File: config.mk
export PLATFORM = sky130hd
export DESIGN_NAME = word_gather
export DESIGN_NICKNAME = d
export VERILOG_FILES = /design/src/rtl/word_gather.sv
export SDC_FILE = /design/constraint.sdc
export NUM_CORES = 1
export LEC_CHECK = 0
export ABC_AREA = 1
export CAP_MARGIN = 20
export CELL_PAD_IN_SITES_DETAIL_PLACEMENT = 1
export CELL_PAD_IN_SITES_GLOBAL_PLACEMENT = 1
export CORE_MARGIN = 1.5
export CORE_UTILIZATION = 39
export DETAILED_ROUTE_END_ITERATION = 10
export PLACE_DENSITY_LB_ADDON = 0.2
export SYNTH_ARGS = -nofsm -noshare
export SYNTH_HDL_FRONTEND = slang
export SYNTH_SLANG_ARGS = --single-unit
File: constraint.sdc
create_clock -name clock -period 2.88 [get_ports clock]
set_input_delay 0.576 -clock clock [delete_from_list [all_inputs] [get_ports clock]]
set_output_delay 0.576 -clock clock [all_outputs]
set_load 0.02 [all_outputs]
File: src/rtl/word_gather.sv
// Gathers M words of N bits from a valid/ready stream into ping-pong frame banks; optional flush via WORD_GATHER_FLUSH_EN.
// Latency: a frame is presented (out_valid) from the edge that accepts its last word; one frame per M cycles sustained.
// Backpressure: in_ready drops when both banks are full and returns the cycle after a frame is consumed.
module word_gather #(
    parameter int N = 2,
    parameter int M = 2
) (
    input  logic                     clock,
    input  logic                     reset,
    input  logic [N-1:0]             in_data,
    input  logic                     in_valid,
    output logic                     in_ready,
    output logic [N-1:0]             out_data [M],
    output logic                     out_valid,
    input  logic                     out_ready
`ifdef WORD_GATHER_FLUSH_EN
    ,
    input  logic                     flush,
    output logic [$clog2(M+1)-1:0]   out_fill
`endif
);

    localparam int IW = (M > 1) ? $clog2(M) : 1;
    localparam int FW = $clog2(M + 1);

    typedef enum logic {
        FILLING = 1'b0,
        FULL    = 1'b1
    } bank_state_t;

    bank_state_t   state_q [2];
    bank_state_t   state_d [2];
    logic          wb_q;
    logic          rb_q;
    logic [IW-1:0] wr_idx_q;
    logic [N-1:0]  bank_q [2][M];

    logic accept;
    logic last_slot;
    logic close;
    logic consume;

    assign in_ready  = (state_q[wb_q] == FILLING) && !reset;
    assign accept    = in_valid && in_ready;
    assign last_slot = (wr_idx_q == IW'(M - 1));
    assign out_valid = (state_q[rb_q] == FULL);
    assign consume   = out_valid && out_ready;

`ifdef WORD_GATHER_FLUSH_EN
    logic          flush_idle;
    logic [FW-1:0] fill_q [2];

    // A flush with no word this cycle only closes a bank that already holds data.
    assign flush_idle = flush && !in_valid && in_ready && (wr_idx_q != '0);
    assign close      = (accept && (last_slot || flush)) || flush_idle;
`else
    assign close      = accept && last_slot;
`endif

    // Filling and draining always target different banks, so both updates can apply together.
    always_comb begin
        state_d[0] = state_q[0];
        state_d[1] = state_q[1];
        if (close) begin
            state_d[wb_q] = FULL;
        end
        if (consume) begin
            state_d[rb_q] = FILLING;
        end
    end

    always_ff @(posedge clock) begin
        if (reset) begin
            state_q[0] <= FILLING;
            state_q[1] <= FILLING;
            wb_q       <= 1'b0;
            rb_q       <= 1'b0;
            wr_idx_q   <= '0;
            for (int b = 0; b < 2; b++) begin
                for (int k = 0; k < M; k++) begin
                    bank_q[b][k] <= '0;
                end
            end
        end else begin
            state_q[0] <= state_d[0];
            state_q[1] <= state_d[1];
            if (close) begin
                wb_q     <= ~wb_q;
                wr_idx_q <= '0;
            end else if (accept) begin
                wr_idx_q <= wr_idx_q + IW'(1);
            end
            if (consume) begin
                rb_q <= ~rb_q;
            end
            if (accept) begin
                bank_q[wb_q][wr_idx_q] <= in_data;
            end
        end
    end

`ifdef WORD_GATHER_FLUSH_EN
    always_ff @(posedge clock) begin
        if (reset) begin
            fill_q[0] <= '0;
            fill_q[1] <= '0;
        end else if (close) begin
            fill_q[wb_q] <= accept ? (FW'(wr_idx_q) + FW'(1)) : FW'(wr_idx_q);
        end
    end

    // Slots beyond the fill count hold stale data from an earlier frame; mask them.
    always_comb begin
        for (int k = 0; k < M; k++) begin
            out_data[k] = '0;
            if (k < int'(fill_q[rb_q])) begin
                out_data[k] = bank_q[rb_q][k];
            end
        end
        out_fill = out_valid ? fill_q[rb_q] : '0;
    end
`else
    always_comb begin
        for (int k = 0; k < M; k++) begin
            out_data[k] = bank_q[rb_q][k];
        end
    end
`endif

endmodule

==> flow_summary.json, run 1 <==
{
  "status": "finished, final reports clean",
  "tightest_slew_ps": 212,
  "p_int_mw": 0.311,
  "initial_core_util": 0.427,
  "grt_pass1_wl_mm": 2.19,
  "clkTransAtPathRegs_ps": 90,
  "vias": 515,
  "drv_slew": 0,
  "p_comb_frac": 0.133,
  "setup_tns_ps": 0,
  "rsz0062_at_grt": "false",
  "avgViaCountPerCell": 4.77,
  "synth-simple-area-share": 0.312,
  "syn_inst": 77,
  "ant_nets": 0,
  "grt_usage": 0.163,
  "yosysWarnings": 0,
  "final_cell_count_no_fill": 108,
  "nets": 99,
  "clk_path_buf_depth": 2,
  "synth_nets": 83,
  "layout-drive-gt1-share": 0.130,
  "grt_start_max_net_pins": 10,
  "cap_viol_max_count": 0,
  "ys_seq_elements": 15,
  "setup_viol": 0,
  "insertion_delay_ps": 280,
  "cts_resized": 0,
  "most-common-layout-cells": "nand2_1 (25), nor2_1 (15), clkdlybuf4s50_1 (11), inv_1 (8), edfxtp_1 (8)",
  "skew_ps": 1.86,
  "synth_compound_area_frac": 0.0513,
  "numCtsBuffers": 3,
  "critPathKind": "in2out",
  "peakVddDrop_mv": 0.269,
  "place_inst": 104,
  "synthAdderAreaFrac": 0,
  "post_cts_buffers": 0,
  "hold_ws_ps": 487,
  "yosysSeqAreaShare": 0.578,
  "mostFrequentLayoutCell": "nand2_1",
  "required_ps": 2300,
  "die_width_um": 44.1,
  "fmax_mhz": 394,
  "min_period_ps": 2540,
  "clockPowerShare": 0.290,
  "drt-wirelength-per-cell_um": 12.1,
  "synth_top_family_by_area": "simple AND/OR/NAND/NOR gates",
  "antenna_cells": 0,
  "syn-cell-area_sq_um": 658,
  "grt_pass1_vias": 516,
  "drt_first_pass_iters": 4,
  "switching_share": 0.253,
  "hold_viol": 0,
  "postPlaceCellArea_sq_um": 788,
  "end_kind": "output pin",
  "die_h_um": 44.1,
  "power_density_nw_per_um2": 510,
  "syn_to_final_growth_pct": 24.0,
  "synth_xor_area_frac": 0,
  "fin_crit_sh": 0.881,
  "antenna_found_initial": 0,
  "cts_hold_buf": 0,
  "total_power_mw": 0.416,
  "layout_setup_ws_ps": 341,
  "drc": 0,
  "tritoncts": "done",
  "stdcell_area_sq_um": 816,
  "wl_mm": 1.30,
  "critPathLaunchType": "primary input",
  "crit_fanout": 9,
  "ios": 12,
  "switching_power_mw": 0.105,
  "grt_overflow": 0,
  "cts-root-buf": "clkbuf_4",
  "coreArea_sq_um": 1540,
  "io_buffer_count": 11,
  "dr.first_iter.drc_count": 6,
  "max_slew_margin": 0.858,
  "min_path_type": "reg2reg",
  "post-route-util": 0.529,
  "synthDistinctLibCells": 15,
  "place_congestion": 0.740,
  "post-dp-hpwl_mm": 1.10,
  "cp.arrival_ps": 1960,
  "syn_area_per_cell_sq_um": 8.55,
  "floorplan.rows": 14,
  "seqPwrFrac": 0.577,
  "htreeDepth": 1,
  "muxShareOfSynthArea": 0,
  "place_ws_ps": 346,
  "cts.sinks": 15,
  "fp.dieArea_sq_um": 1940,
  "p_leak_nw": 0.354
}
## synth_stat cells
cell	number	area, sq um
nand4_1	1	6.26
edfxtp_1	8	240
nand2_2	1	6.26
nand2_4	1	11.3
a21oi_1	4	20.0
nand4_2	2	25.0
o21ai_1	1	5.00
clkinv_2	1	5.00
dfxtp_1	7	140
inv_1	8	30.0
nor2_1	15	56.3
o21ai_2	1	8.76
inv_2	1	3.75
nand2_1	25	93.8
nor2_2	1	6.26
## path summary, 6_finish.rpt
path	end	slack [ps]	startpoint	cells after the start
setup / recovery	in_ready	340	reset	5
hold / removal	state_q[1]	490	state_q[1]	2
setup reg to reg	bank_q[1][3]	1540	flip-flop	6
hold reg to reg	state_q[1]	490	state_q[1]	2
## layout make-up
type                       instances  area, sq um
fill                             182          726
clock buffer                       3         22.5
timing repair buffer              11          110
inverter                          10         38.8
multi-input combinational         52          239
tap                               16         20.0
sequential                        15          380
clock inverter                     1         5.00
## routing by layer
| layer | share of wire | wire (um) | global-route usage |
|---|---|---|---|
| met1 | 0.45 | 591 | 0.195 |
| met2 | 0.49 | 633 | 0.262 |
| met3 | 0.028 | 37 | 0.0245 |
| met4 | 0.031 | 40 | 0.127 |
| met5 | 0 | 0 | 0 |
## power by group through the flow
stage                     sequential [mW]  combinational, mW  clock, mW
final                               0.240             0.0555      0.120
after global routing                0.241             0.0608      0.133
after CTS                           0.240             0.0563      0.126
after detailed placement            0.245             0.0560          0
after global placement              0.245             0.0539          0
after floorplan                     0.243             0.0309          0
## logic make-up (layout without fill, tap and decap cells)
kind of cell    count (synthesis)  count (layout)
flops                          15              15
buf+inv                        10              25
compound gates                  6               6
simple gates                   46              46
## critical path: stages
cell,delay (ps)
clkdlybuf4s50_1,420
clkinv_2,130
nand2_1,80
nor2_2,140
clkdlybuf4s50_1,630
Power figures use the tool's default switching activity.
==> run 2: changes to the inputs <==
--- a/config.mk
+++ b/config.mk
@@ -11,5 +11,5 @@
 export CELL_PAD_IN_SITES_GLOBAL_PLACEMENT = 1
 export CORE_MARGIN = 1.5
-export CORE_UTILIZATION = 39
+export CORE_UTILIZATION = 32
 export DETAILED_ROUTE_END_ITERATION = 10
 export PLACE_DENSITY_LB_ADDON = 0.2
==> constraint.sdc (replaced) <==
create_clock -name clock -period 2 [get_ports clock]
set_input_delay 0.4 -clock clock [delete_from_list [all_inputs] [get_ports clock]]
set_output_delay 0.4 -clock clock [all_outputs]
set_load 0.005 [all_outputs]
==> flow_summary.json, run 2 (synthesis gave the netlist of run 1 again) <==
{
  "tritoncts": "done",
  "io_buffer_count": 11,
  "post-dp-hpwl_mm": 1.05,
  "die_width_um": 48.4,
  "min_path_type": "reg2reg",
  "numCtsBuffers": 3,
  "ios": 12,
  "insertion_delay_ps": 270,
  "end_kind": "output pin",
  "place_inst": 118,
  "min_period_ps": 1820,
  "grt_use_met3": 0.0370,
  "use_met2": 0.211,
  "grt_overflow": 0,
  "antenna_found_initial": 0,
  "cts.sinks": 15,
  "dr.first_iter.drc_count": 2,
  "required_ps": 1600,
  "nets": 102,
  "clkTransAtPathRegs_ps": 80,
  "hold_viol": 0,
  "syn_to_final_growth_pct": 29.7,
  "power_density_nw_per_um2": 687,
  "cp.arrival_ps": 1420,
  "floorplan.rows": 16,
  "rsz0062_at_grt": "false",
  "grt_pass1_wl_mm": 2.22,
  "final_cell_count_no_fill": 122,
  "place_congestion": 0.725,
  "fin_crit_sh": 0.910,
  "use_met1": 0.149,
  "status": "finished, final reports clean",
  "mostFrequentLayoutCell": "nand2_1",
  "p_leak_nw": 0.375,
  "tightest_slew_ps": 225,
  "most-common-layout-cells": "nand2_1 (25), nor2_1 (15), clkdlybuf4s50_1 (10), inv_1 (8), edfxtp_1 (8)",
  "critPathKind": "reg2out",
  "drc": 0,
  "setup_viol": 0,
  "die_h_um": 48.4,
  "skew_ps": 2.95,
  "crit_fanout": 6,
  "ant_nets": 0,
  "grt_busiest_layer": "met2",
  "drt_first_pass_iters": 2,
  "fmax_mhz": 550,
  "grt_usage": 0.126,
  "grt_pass1_vias": 537,
  "initial_core_util": 0.339,
  "grt_start_max_net_pins": 9,
  "fp.dieArea_sq_um": 2340,
  "antenna_cells": 0,
  "vias": 528,
  "drv_slew": 0,
  "drt-wirelength-per-cell_um": 10.3,
  "layout-drive-gt1-share": 0.147,
  "cts-root-buf": "clkbuf_4",
  "critPathLaunchType": "flip-flop",
  "peakVddDrop_mv": 0.394,
  "max_slew_margin": 0.850,
  "clk_path_buf_depth": 2,
  "coreArea_sq_um": 1940,
  "avgViaCountPerCell": 4.33,
  "htreeDepth": 1,
  "setup_tns_ps": 0,
  "total_power_mw": 0.586,
  "wl_mm": 1.25,
  "cap_viol_max_count": 0
}
==> run 2: report_power, final <==
part	switching [mW]	internal [mW]	total (mW)
combinational	0.0361	0.0384	0.0745
sequential	0.00691	0.338	0.345
clock	0.0891	0.0772	0.166
total	0.132	0.454	0.586
==> run 2: metrics by stage <==
stage | area [sq um] | hold WS, ps | worst slack (ps) | utilization
5_1_grt | 853 | 530 | 75.5 | 0.439
6_report | 853 | 484 | 180 | 0.439
3_3_place_gp | 825 | 473 | 80.4 | 0.425
3_5_place_dp | 825 | 472 | 53.1 | 0.425
2_1_floorplan | 658 | 442 | 769 | -
4_1_cts | 851 | 484 | 46.2 | 0.438
==> run 2: what timing repair did <==
action                     CTS  global route
buffers inserted             0             0
hold buffers                 0             0
resized for setup            0             1
setup endpoints to repair    0             1
==> run 2: path summary, 6_finish.rpt <==
check / start / endpoint / cells past startpoint / slack, ps
max: flip-flop / out_valid / 3 / 180
min: state_q[1] / state_q[1] / 2 / 480
max reg2reg: state_q[1] / bank_q[1][0] / 6 / 680
min reg2reg: state_q[1] / state_q[1] / 2 / 480
==> run 2: critical path, stage by stage, from the launching register on <==
cell and delay (ps):
dfxtp_1 450, nand2_1 90, nand2_2 110, clkdlybuf4s50_1 500
==> run 2: cell type report <==
| class | count | area (sq um) |
|---|---|---|
| inverters | 10 | 38.8 |
| fillers | 254 | 1090 |
| multi-input cells | 52 | 239 |
| repair buffers | 14 | 135 |
| well taps | 27 | 33.8 |
| clock buffers | 4 | 26.3 |
| flip-flops and latches | 15 | 380 |
==> run 2: routing by layer <==
| layer | wire length (um) | vias to the layer above |
|---|---|---|
| met2 | 623 | 11 |
| met3 | 54 | 2 |
| met1 | 559 | 237 |
| met4 | 13 | 0 |
| met5 | 0 | - |
| li1 | - | 278 |
